**config.mk**
```make
export PLATFORM = sky130hd
export DESIGN_NAME = rca_seq_ctrl
export DESIGN_NICKNAME = d
export VERILOG_FILES = /design/src/rtl/rca_seq_ctrl.sv
export SDC_FILE = /design/constraint.sdc
export NUM_CORES = 1
export LEC_CHECK = 0
export ABC_AREA = 1
export CORE_MARGIN = 2
export CORE_UTILIZATION = 46
export CTS_BUF_LIST = sky130_fd_sc_hd__clkbuf_16
export DETAILED_ROUTE_END_ITERATION = 12
export PLACE_DENSITY = 0.75
export SYNTH_ARGS = -nofsm -noshare
export SYNTH_HDL_FRONTEND = slang
export SYNTH_SLANG_ARGS = --single-unit
```
**constraint.sdc**
```tcl
create_clock -name clk -period 9.41 [get_ports clk]
set_input_delay 1.4115 -clock clk [delete_from_list [all_inputs] [get_ports clk]]
set_output_delay 1.4115 -clock clk [all_outputs]
set_load 0.05 [all_outputs]
```
**src/rtl/rca_seq_ctrl.sv**
```systemverilog
// rca_seq_ctrl: two-requester sequential adder controller.
// A single 4-bit ripple-carry slice is reused over four cycles to form a
// 16-bit unsigned sum. Requests are arbitrated round-robin in IDLE only.
//
// State table
//   state | meaning
//   IDLE  | waiting for req0/req1, no grant
//   ADD   | one nibble per cycle, idx 0..3
//   DONE  | result valid, done pulse, grant released on exit
//
// Ports
//   clk, rst_n          : clock, synchronous active-low reset
//   req0/req1           : add requests
//   a0,b0,cin0          : operands of requester 0
//   a1,b1,cin1          : operands of requester 1
//   gnt0/gnt1           : current owner of the adder
//   busy, done          : operation in progress, completion pulse
//   owner, sum, cout    : result of the most recent completed operation
module rca_seq_ctrl (
    input  logic        clk,
    input  logic        rst_n,
    input  logic        req0,
    input  logic        req1,
    input  logic [15:0] a0,
    input  logic [15:0] b0,
    input  logic        cin0,
    input  logic [15:0] a1,
    input  logic [15:0] b1,
    input  logic        cin1,
    output logic        gnt0,
    output logic        gnt1,
    output logic        busy,
    output logic        done,
    output logic        owner,
    output logic [15:0] sum,
    output logic        cout
);

    localparam logic [1:0] ST_IDLE = 2'd0;
    localparam logic [1:0] ST_ADD  = 2'd1;
    localparam logic [1:0] ST_DONE = 2'd2;

    logic [1:0]  state_q, state_d;
    logic [1:0]  idx_q, idx_d;
    logic        carry_q, carry_d;
    logic [15:0] work_q, work_d;
    logic [15:0] a_q, a_d;
    logic [15:0] b_q, b_d;
    logic        gsel_q, gsel_d;
    logic        last_q, last_d;
    logic [15:0] sum_q, sum_d;
    logic        cout_q, cout_d;
    logic        owner_q, owner_d;

    logic [3:0]  a_nib, b_nib, nib_s;
    logic [4:0]  rc;
    logic [15:0] work_nxt;
    logic        pick;

    assign a_nib = a_q[{idx_q, 2'b00} +: 4];
    assign b_nib = b_q[{idx_q, 2'b00} +: 4];

    // The only adder in the block: a 4-bit ripple chain of full adders.
    always_comb begin
        rc    = '0;
        nib_s = '0;
        rc[0] = carry_q;
        for (int i = 0; i < 4; i++) begin
            nib_s[i] = a_nib[i] ^ b_nib[i] ^ rc[i];
            rc[i+1]  = (a_nib[i] & b_nib[i]) | (rc[i] & (a_nib[i] ^ b_nib[i]));
        end
    end

    always_comb begin
        work_nxt = work_q;
        work_nxt[{idx_q, 2'b00} +: 4] = nib_s;
    end

    // On a tie the requester not served last wins; otherwise whoever asks.
    assign pick = (req0 && req1) ? ~last_q : req1;

    always_comb begin
        state_d = state_q;
        idx_d   = idx_q;
        carry_d = carry_q;
        work_d  = work_q;
        a_d     = a_q;
        b_d     = b_q;
        gsel_d  = gsel_q;
        last_d  = last_q;
        sum_d   = sum_q;
        cout_d  = cout_q;
        owner_d = owner_q;
        case (state_q)
            ST_IDLE: begin
                if (req0 || req1) begin
                    gsel_d  = pick;
                    a_d     = pick ? a1 : a0;
                    b_d     = pick ? b1 : b0;
                    carry_d = pick ? cin1 : cin0;
                    idx_d   = 2'd0;
                    work_d  = '0;
                    state_d = ST_ADD;
                end
            end
            ST_ADD: begin
                work_d  = work_nxt;
                carry_d = rc[4];
                idx_d   = idx_q + 2'd1;
                if (idx_q == 2'd3) begin
                    sum_d   = work_nxt;
                    cout_d  = rc[4];
                    owner_d = gsel_q;
                    state_d = ST_DONE;
                end
            end
            ST_DONE: begin
                last_d  = gsel_q;
                state_d = ST_IDLE;
            end
            default: state_d = ST_IDLE;
        endcase
    end

    always_ff @(posedge clk) begin
        if (!rst_n) begin
            state_q <= ST_IDLE;
            idx_q   <= '0;
            carry_q <= 1'b0;
            work_q  <= '0;
            a_q     <= '0;
            b_q     <= '0;
            gsel_q  <= 1'b0;
            last_q  <= 1'b1;
            sum_q   <= '0;
            cout_q  <= 1'b0;
            owner_q <= 1'b0;
        end else begin
            state_q <= state_d;
            idx_q   <= idx_d;
            carry_q <= carry_d;
            work_q  <= work_d;
            a_q     <= a_d;
            b_q     <= b_d;
            gsel_q  <= gsel_d;
            last_q  <= last_d;
            sum_q   <= sum_d;
            cout_q  <= cout_d;
            owner_q <= owner_d;
        end
    end

    assign busy  = (state_q == ST_ADD) || (state_q == ST_DONE);
    assign done  = (state_q == ST_DONE);
    assign gnt0  = busy && !gsel_q;
    assign gnt1  = busy && gsel_q;
    assign sum   = sum_q;
    assign cout  = cout_q;
    assign owner = owner_q;

endmodule

```
# After elaboration in Yosys (flattened, before gate mapping)
# Cells that the tools add are included.
# word_totals
rom_bits,0
out_inout_bits,22
mem_bits_rw,0
latch_bits,0
inputBits,70
n_memories,0
reg_bits,73
# op_classes
n_lt_le_gt_ge,0
n_eq_ne,5
mux,14
n_div,0
shifts,4
addsub,2
n_mul,0
n_bitwise,21
n_reduce_logical,12
# op_table
op,count
$mux W16,3
$pmux W16 S2,1
$shiftx A16 B5 Y4,2
$bwmux W16,1
$shift A4 B6 Y16 const A,1
$shiftx A4 B6 Y16,1
$and A1 B1 Y1,8
$pmux W2 S2,2
$reduce_and A2 Y1,4
$xor A1 B1 Y1,8
$mux W2,3
$neg A4 Y6,1
$eq A2 B2 Y1 const B,2
$ne A2 B2 Y1 const B,2
$or A1 B1 Y1,4
$logic_and A1 B1 Y1,3
$mux W1,3
$add A2 B1 Y2 const B,1
$eq A2 B1 Y1 const B,1
$logic_not A2 Y1,1
$logic_or A1 B1 Y1,2
$pmux W1 S2,1
$reduce_bool A2 Y1,1
$logic_not A1 Y1,1
$not A1 Y1,1

# Depth between registers and ports, before layout
# Gate-level depths: netlist (run 1).
# logic_depth
ltp_word,12
mapped_depth,15

# Worst setup path before layout (run 1)
# OpenSTA, ideal clock, no wires.
# synth_path
path_kind,reg2out
start,register state_q[0]
end,output port gnt0
t_arrival_ps,1698
setup_slack_ps,6300
path_stages_with_launch,5
n_path_buf,0
t_required_ps,7998
cell_sequence,dfxtp_1 inv_1 ha_1 inv_1 nor2_1
# synth_via
elab_chain_len,3
elab_cells_between_ends,4
classes_between,eq/ne: 2; reduce/logical: 2
# synth_rtl
element,line,source
start: declaration,43,"logic [1:0] state_q, state_d;"
start signal: assignment,139,state_q <= state_d;
$eq A2 B1 Y1 or $eq A2 B2 Y1 (tied branches),153,assign busy = (state_q == ST_ADD) || (state_q == ST_DONE);
$logic_or A1 B1 Y1 *,153,
named net busy,32,"output logic busy,"
$logic_and A1 B1 Y1 *,155,assign gnt0 = busy && !gsel_q;
end: declaration,30,"output logic gnt0,"
# Mark *: on every way through the listed nets, which the timed path passes. The rest lies on a longest branch.

# Final worst setup path (run 1)
# layout_path
start,register idx_q[0]
end,register work_q[15]
# layout_via
elab_chain_len,12
elab_cells_between_ends,24
classes_between,add/sub: 1; shift: 4; mux: 2; bitwise: 17
# layout_rtl
element,line,source
start: declaration,44,"logic [1:0] idx_q, idx_d;"
start signal: assignment,140,idx_q <= idx_d;
$shiftx A16 B5 Y4 (on tied branches),"60, 61",
$xor A1 B1 Y1,"69, 70",
$and A1 B1 Y1,70,rc[i+1] = (a_nib[i] & b_nib[i]) | (rc[i] & (a_nib[i] ^ b_nib[i]));
$or A1 B1 Y1,70,
$and A1 B1 Y1,70,
$or A1 B1 Y1,70,
$and A1 B1 Y1,70,
$or A1 B1 Y1,70,
$xor A1 B1 Y1,69,nib_s[i] = a_nib[i] ^ b_nib[i] ^ rc[i];
$shiftx A4 B6 Y16,76,"work_nxt[{idx_q, 2'b00} +: 4] = nib_s;"
$bwmux W16 *,76,
$pmux W16 S2 *,94,case (state_q)
end signal: assignment,142,work_q <= work_d;
end: declaration,46,"logic [15:0] work_q, work_d;"
# Every way passes the cells marked *; elsewhere a longest branch is shown, timed or not.
# A chain may end at the register's enable or synchronous reset.

==> results_dict.tcl, run 1 <==
set metrics [dict create \
    die_width_um 95.6 \
    arrival_ns 3.99 \
    drt-total-wl_mm 9.09 \
    preCtsSetupSlack_ns 5.78 \
    cts_hold_buf 0 \
    routedWlPerCell_um 12.2 \
    grt_usage 0.209 \
    p_per_area_nw_per_um2 172 \
    std_cell_rows 33 \
    post-cts-setup-buffers 0 \
    cts_resized 0 \
    core-area_um2 8180 \
    diodes 0 \
    grt.overflow.total 0 \
    cp-start-kind "flip-flop" \
    grt_pass1_vias 3487 \
    start_util 0.472 \
    ys_ff_latch 73 \
    power_frac_clock 0.377 \
    port_buffers 91 \
    gp_congestion 0.820 \
    peakVddDrop_uv 85.7 \
    grt_pass1_wl_mm 15.2 \
    period_needed_ns 3.73 \
    path_class "reg -> reg" \
    clockRootBuffer "clkbuf_16" \
    fin_worst_skew_ns 0.00789 \
    hpwl_mm 6.40 \
    fin_ws_ns 5.68 \
    netlist_area_um2 3860 \
    num-nets-final 720 \
    ys_types 25 \
    synth.net_count 647 \
    drt.antenna.violating_nets 0 \
    via_count 3713 \
    grt_max_degree 66 \
    power_frac_seq 0.403 \
    internal_power_uw 608 \
    leakage_nw 2.23 \
    swShare 0.291 \
    cts_buffers 9 \
    final.period_utilization 0.397 \
    die_y_um 95.6 \
    status "finished clean" \
    dr.pass1.iters 4 \
    power_frac_comb 0.220 \
    synth.yosys.seq_area_share 0.379 \
    crit_fanout 29 \
    synthCells 564 \
    cp-end-kind "flip-flop" \
    clock_path_buffers 2 \
    hp-class "reg -> reg" \
    final_common_cell "nand2_1" \
    synth_warnings 0 \
    drive_above_1_share 0.0686 \
    final_cell_mix "nand2_1 (126), nor2_1 (98), clkdlybuf4s50_1 (91), dfxtp_1 (73), inv_1 (50)" \
    cp.required_ns 9.67 \
    fmax_mhz 268 \
    io_pins 92 \
    area.growth.synth_to_final_pct 29.0 \
    cts_tree "done" \
    clock_latency_ns 0.33 \
    path_clk_slew_ns 0.06 \
    setup-tns-final_ns 0 \
    finalMaxSlewViolations 0 \
    slew_headroom 0.335 \
    drt_iter0_markers 144 \
    via_per_inst 4.98 \
    tightest_slew_ns 0.997 \
    rsz0062_at_grt "false" \
    drc_errors 0 \
    setup_viol 0 \
    maxCapViolations 0 \
    cts_max_level 3 \
    finalHoldViolCount 0 \
    antenna_found_initial 0 \
    dieArea_um2 9140 \
    clock-sinks 73 \
    p_switching_uw 249 \
    avgSynthCellArea_um2 6.84 \
]
## cell families after synthesis
group | synth area share
AO/OA/AOI/OAI | 0.200
adder cells (fa/ha/maj) | 0.0499
buffers and inverters | 0.110
flip-flops | 0.379
AND/OR/NAND/NOR | 0.261
## worst max-delay path, cell delays in order, from the launching register on
cell,delay [ns]
dfxtp_1,0.93
inv_2,0.34
o21ai_0,0.26
o22a_1,0.18
fa_1,0.17
inv_1,0.05
fa_1,0.37
inv_1,0.08
fa_1,0.16
inv_1,0.05
fa_1,0.53
nand3_1,0.11
o21bai_1,0.22
nand2_1,0.08
a21oi_1,0.13
## power groups by stage
stage	sequential, mW	combinational (mW)	clock (mW)
2_1_floorplan	0.345	0.141	0
3_3_place_gp	0.352	0.183	0
3_5_place_dp	0.352	0.188	0
4_1_cts	0.346	0.189	0.324
5_1_grt	0.348	0.213	0.335
6_report	0.346	0.188	0.323
## path summary, 6_finish.rpt
path | start | cells after the start | slack, ns | endpoint
worst max-delay path | idx_q[0] | 14 | 5.68 | work_q[15]
worst min-delay path | work_q[3] | 2 | 0.47 | work_q[3]
worst max register to register | idx_q[0] | 14 | 5.68 | work_q[15]
worst min register to register | work_q[3] | 2 | 0.47 | work_q[3]
## cell type report
| type | instances | area, um2 |
|---|---|---|
| inverter | 55 | 209 |
| sequential | 73 | 1460 |
| clock inverter | 6 | 51.3 |
| clock buffer | 9 | 225 |
| fill | 755 | 3200 |
| tap | 105 | 131 |
| timing repair buffer | 93 | 926 |
| multi-input combinational | 405 | 1970 |
## per-layer routing
layer / global-route usage / wire [um] / vias to the layer above
met5: 0 / 0 / -
met4: 0.0833 / 153 / 0
met3: 0.0340 / 400 / 12
met2: 0.371 / 4470 / 87
met1: 0.251 / 4070 / 1671
li1: - / - / 1943
## metrics by stage
step	utilization	hold WS, ns	total power [mW]	std cells	instance area, um2
4_1_cts	0.609	0.466	0.859	746	4980
3_3_place_gp	0.575	0.452	0.535	731	4700
6_report	0.609	0.472	0.858	746	4980
2_1_floorplan	-	0.444	0.486	564	3860
3_5_place_dp	0.575	0.457	0.540	731	4700
5_1_grt	0.609	0.488	0.896	746	4980
## registers in the layout (all words and copies together) (netlist names)
signal   count
work_q      16
a_q         16
state_q      2
owner        1
b_q         16
cout         1
carry_q      1
idx_q        2
sum         16
last_q       1
gsel_q       1
## Yosys cell counts
master / instances / area share
nand2_1: 126 / 0.12
nor2_1: 98 / 0.095
dfxtp_1: 73 / 0.38
inv_1: 49 / 0.048
a21oi_1: 44 / 0.057
o21ai_0: 39 / 0.051
o21ai_1: 31 / 0.040
nand3_1: 16 / 0.021
buf_2: 15 / 0.019
nand2_2: 11 / 0.018
a21oi_2: 10 / 0.023
ha_1: 9 / 0.029
buf_6: 7 / 0.020
clkbuf_1: 7 / 0.0068
o21bai_1: 6 / 0.012
inv_2: 5 / 0.0049
fa_1: 4 / 0.021
o22a_1: 4 / 0.0091
o22ai_1: 4 / 0.0065
and2_4: 1 / 0.0023
buf_12: 1 / 0.0052
buf_8: 1 / 0.0039
inv_4: 1 / 0.0016
nand3_2: 1 / 0.0026
o21ai_2: 1 / 0.0023
Note: power is estimated with default switching activity, not from simulation.
==> run 2, diff against run 1 <==
==> constraint.sdc (replaced) <==
create_clock -name clk -period 3.6 [get_ports clk]
set_input_delay 0.54 -clock clk [delete_from_list [all_inputs] [get_ports clk]]
set_output_delay 0.54 -clock clk [all_outputs]
set_load 0.05 [all_outputs]
==> run 2 against run 1 <==
Net effect:
- cell count grew 0.54%
- worst hold slack about the same
- critical path type unchanged
- register-to-register slack lost 5.3 ns
- first-iteration DRC count shrank 19%
- die area did not move
- critical path depth is the same
- sequential power grew to 2.6 times the previous value
- design area up 0.50%
- clock-buffer cell count is the same
- flip-flop and latch count unchanged
- non-clock buffer count increased by 3
- clock power rose to 2.6 times the previous value
==> results_dict.tcl, run 2 (synthesized netlist as in run 1, its figures left out) <==
set metrics [dict create \
    cts_hold_buf 0 \
    p_switching_uw 643 \
    post-cts-setup-buffers 0 \
    critPathBufInv 5 \
    start_util 0.472 \
    grt_max_degree 63 \
    final_common_cell "nand2_1" \
    arrival_ns 3.42 \
    fmax_mhz 313 \
    crit_path_cell_trace "inv_1 -> o21ai_0 -> o22a_1 -> fa_1 -> inv_1 -> fa_1 -> inv_1 -> fa_1 -> inv_1 -> fa_1 -> nand3_1 -> o21bai_1 -> o21ai_0 -> inv_1" \
    cts_max_level 3 \
    hpwl_mm 6.77 \
    hold_path_startpoint "work_q[2]" \
    cts_tree "done" \
    dr.pass1.iters 4 \
    finalMaxSlewViolations 0 \
    cp-start-kind "flip-flop" \
    rr_startpoint "idx_q[1]" \
    peakVddDrop_uv 264 \
    critPathMaxStageDelay_ns 0.45 \
    path_class "reg -> reg" \
    io_pins 92 \
    clock_latency_ns 0.33 \
    layout.cells.non_filler 750 \
    maxCapViolations 0 \
    clock-sinks 73 \
    fin_worst_skew_ns 0.00484 \
    fillCellCount 752 \
    cp-end-kind "flip-flop" \
    crit_slowest_cell "fa_1" \
    p_per_area_nw_per_um2 447 \
    internal_power_mw 1.59 \
    core-area_um2 8180 \
    swShare 0.288 \
    power_frac_clock 0.372 \
    setup-tns-final_ns 0 \
    cts_resized 0 \
    slew_headroom 0.388 \
    die_y_um 95.6 \
    final.period_utilization 0.887 \
    grt_pass1_wl_mm 15.4 \
    crit_family "adder cells" \
    path_clk_slew_ns 0.05 \
    startpoint "idx_q[1]" \
    drt.antenna.violating_nets 0 \
    dp.cells 734 \
    tightest_slew_ns 0.917 \
    clockRootBuffer "clkbuf_16" \
    cp_common_cell "inv_1" \
    antenna_found_initial 0 \
    rsz0062_at_grt "false" \
    fin_ws_ns 0.408 \
    hp-class "reg -> reg" \
    crit_fanout 13 \
    gp_congestion 0.873 \
    cts_buffers 9 \
    drive_above_1_share 0.0713 \
    port_buffers 91 \
    period_needed_ns 3.19 \
    area.growth.synth_to_final_pct 29.6 \
    grt_pass1_vias 3494 \
    std_cell_rows 33 \
    grt_usage 0.215 \
    die_width_um 95.6 \
    drt-total-wl_mm 9.25 \
    drc_errors 0 \
    routedWlPerCell_um 12.3 \
    setup_viol 0 \
    power_frac_comb 0.225 \
    dieArea_um2 9140 \
    preCtsSetupSlack_ns 0.406 \
    drt_iter0_markers 116 \
    leakage_nw 2.25 \
    grt.overflow.total 0 \
    status "finished clean" \
    diodes 0 \
    final_util 0.612 \
    via_per_inst 5.01 \
    cp.required_ns 3.83 \
    power_frac_seq 0.403 \
    clock_path_buffers 2 \
    via_count 3754 \
    num-nets-final 723 \
    finalHoldViolCount 0 \
    final_cell_mix "nand2_1 (126), nor2_1 (98), clkdlybuf4s50_1 (91), dfxtp_1 (73), inv_1 (51)" \
]
-- run 2: changes by cell type in the layout (fill, tap and decap cells not counted) --
cell	delta
clkinv_1	+1
clkinv_2	-1
buf_4	+3
inv_1	+1
-- run 2: layout make-up --
class                   instances  area (um2)  share of cell area
clock buffers                   9         225              0.0450
repair buffers                 96         948               0.190
well taps                     105         131              0.0263
inverters                      55         209              0.0418
clock inverters                 7        53.8              0.0108
flip-flops and latches         73        1460               0.292
multi-input cells             405        1970               0.394
-- run 2: power by group through the flow --
stage                     Clock, mW  Sequential (mW)  Combinational (mW)
after floorplan                   0            0.901               0.369
after global placement            0            0.916               0.488
after detailed placement          0            0.917               0.502
after CTS                     0.842            0.901               0.504
after global routing          0.879            0.906               0.568
final                         0.832            0.902               0.502
-- run 2: per-stage QoR --
stage	cell area (um2)	hold slack, ns	power, mW
after CTS	5000	0.472	2.25
after floorplan	3860	0.444	1.27
final	5000	0.472	2.24
after global routing	5000	0.489	2.35
after detailed placement	4720	0.464	1.42
after global placement	4720	0.452	1.40
-- run 2: tightest hold or removal path: cells and delay by family, from the launching register on --
| kind | cells | cell delay [ns] |
|---|---|---|
| AO/OA/AOI/OAI | 1 | 0.06 |
| flip-flops | 1 | 0.31 |
| AND/OR/NAND/NOR | 1 | 0.06 |
-- run 2: metal layers --
layer,part of all wire,GRT usage,vias to the layer above,routed length (um)
met2,0.48,0.372,130,4430
met5,0,0,-,0
met4,0.025,0.0952,0,231
li1,-,-,1947,-
met1,0.44,0.260,1659,4060
met3,0.057,0.0387,18,525
-- run 2: path summary, 6_finish.rpt --
kind               end  cells after the start  slack (ns)
max             sum[7]                     14        0.41
min          work_q[2]                      2        0.47
max reg2reg     sum[7]                     14        0.41
min reg2reg  work_q[2]                      2        0.47
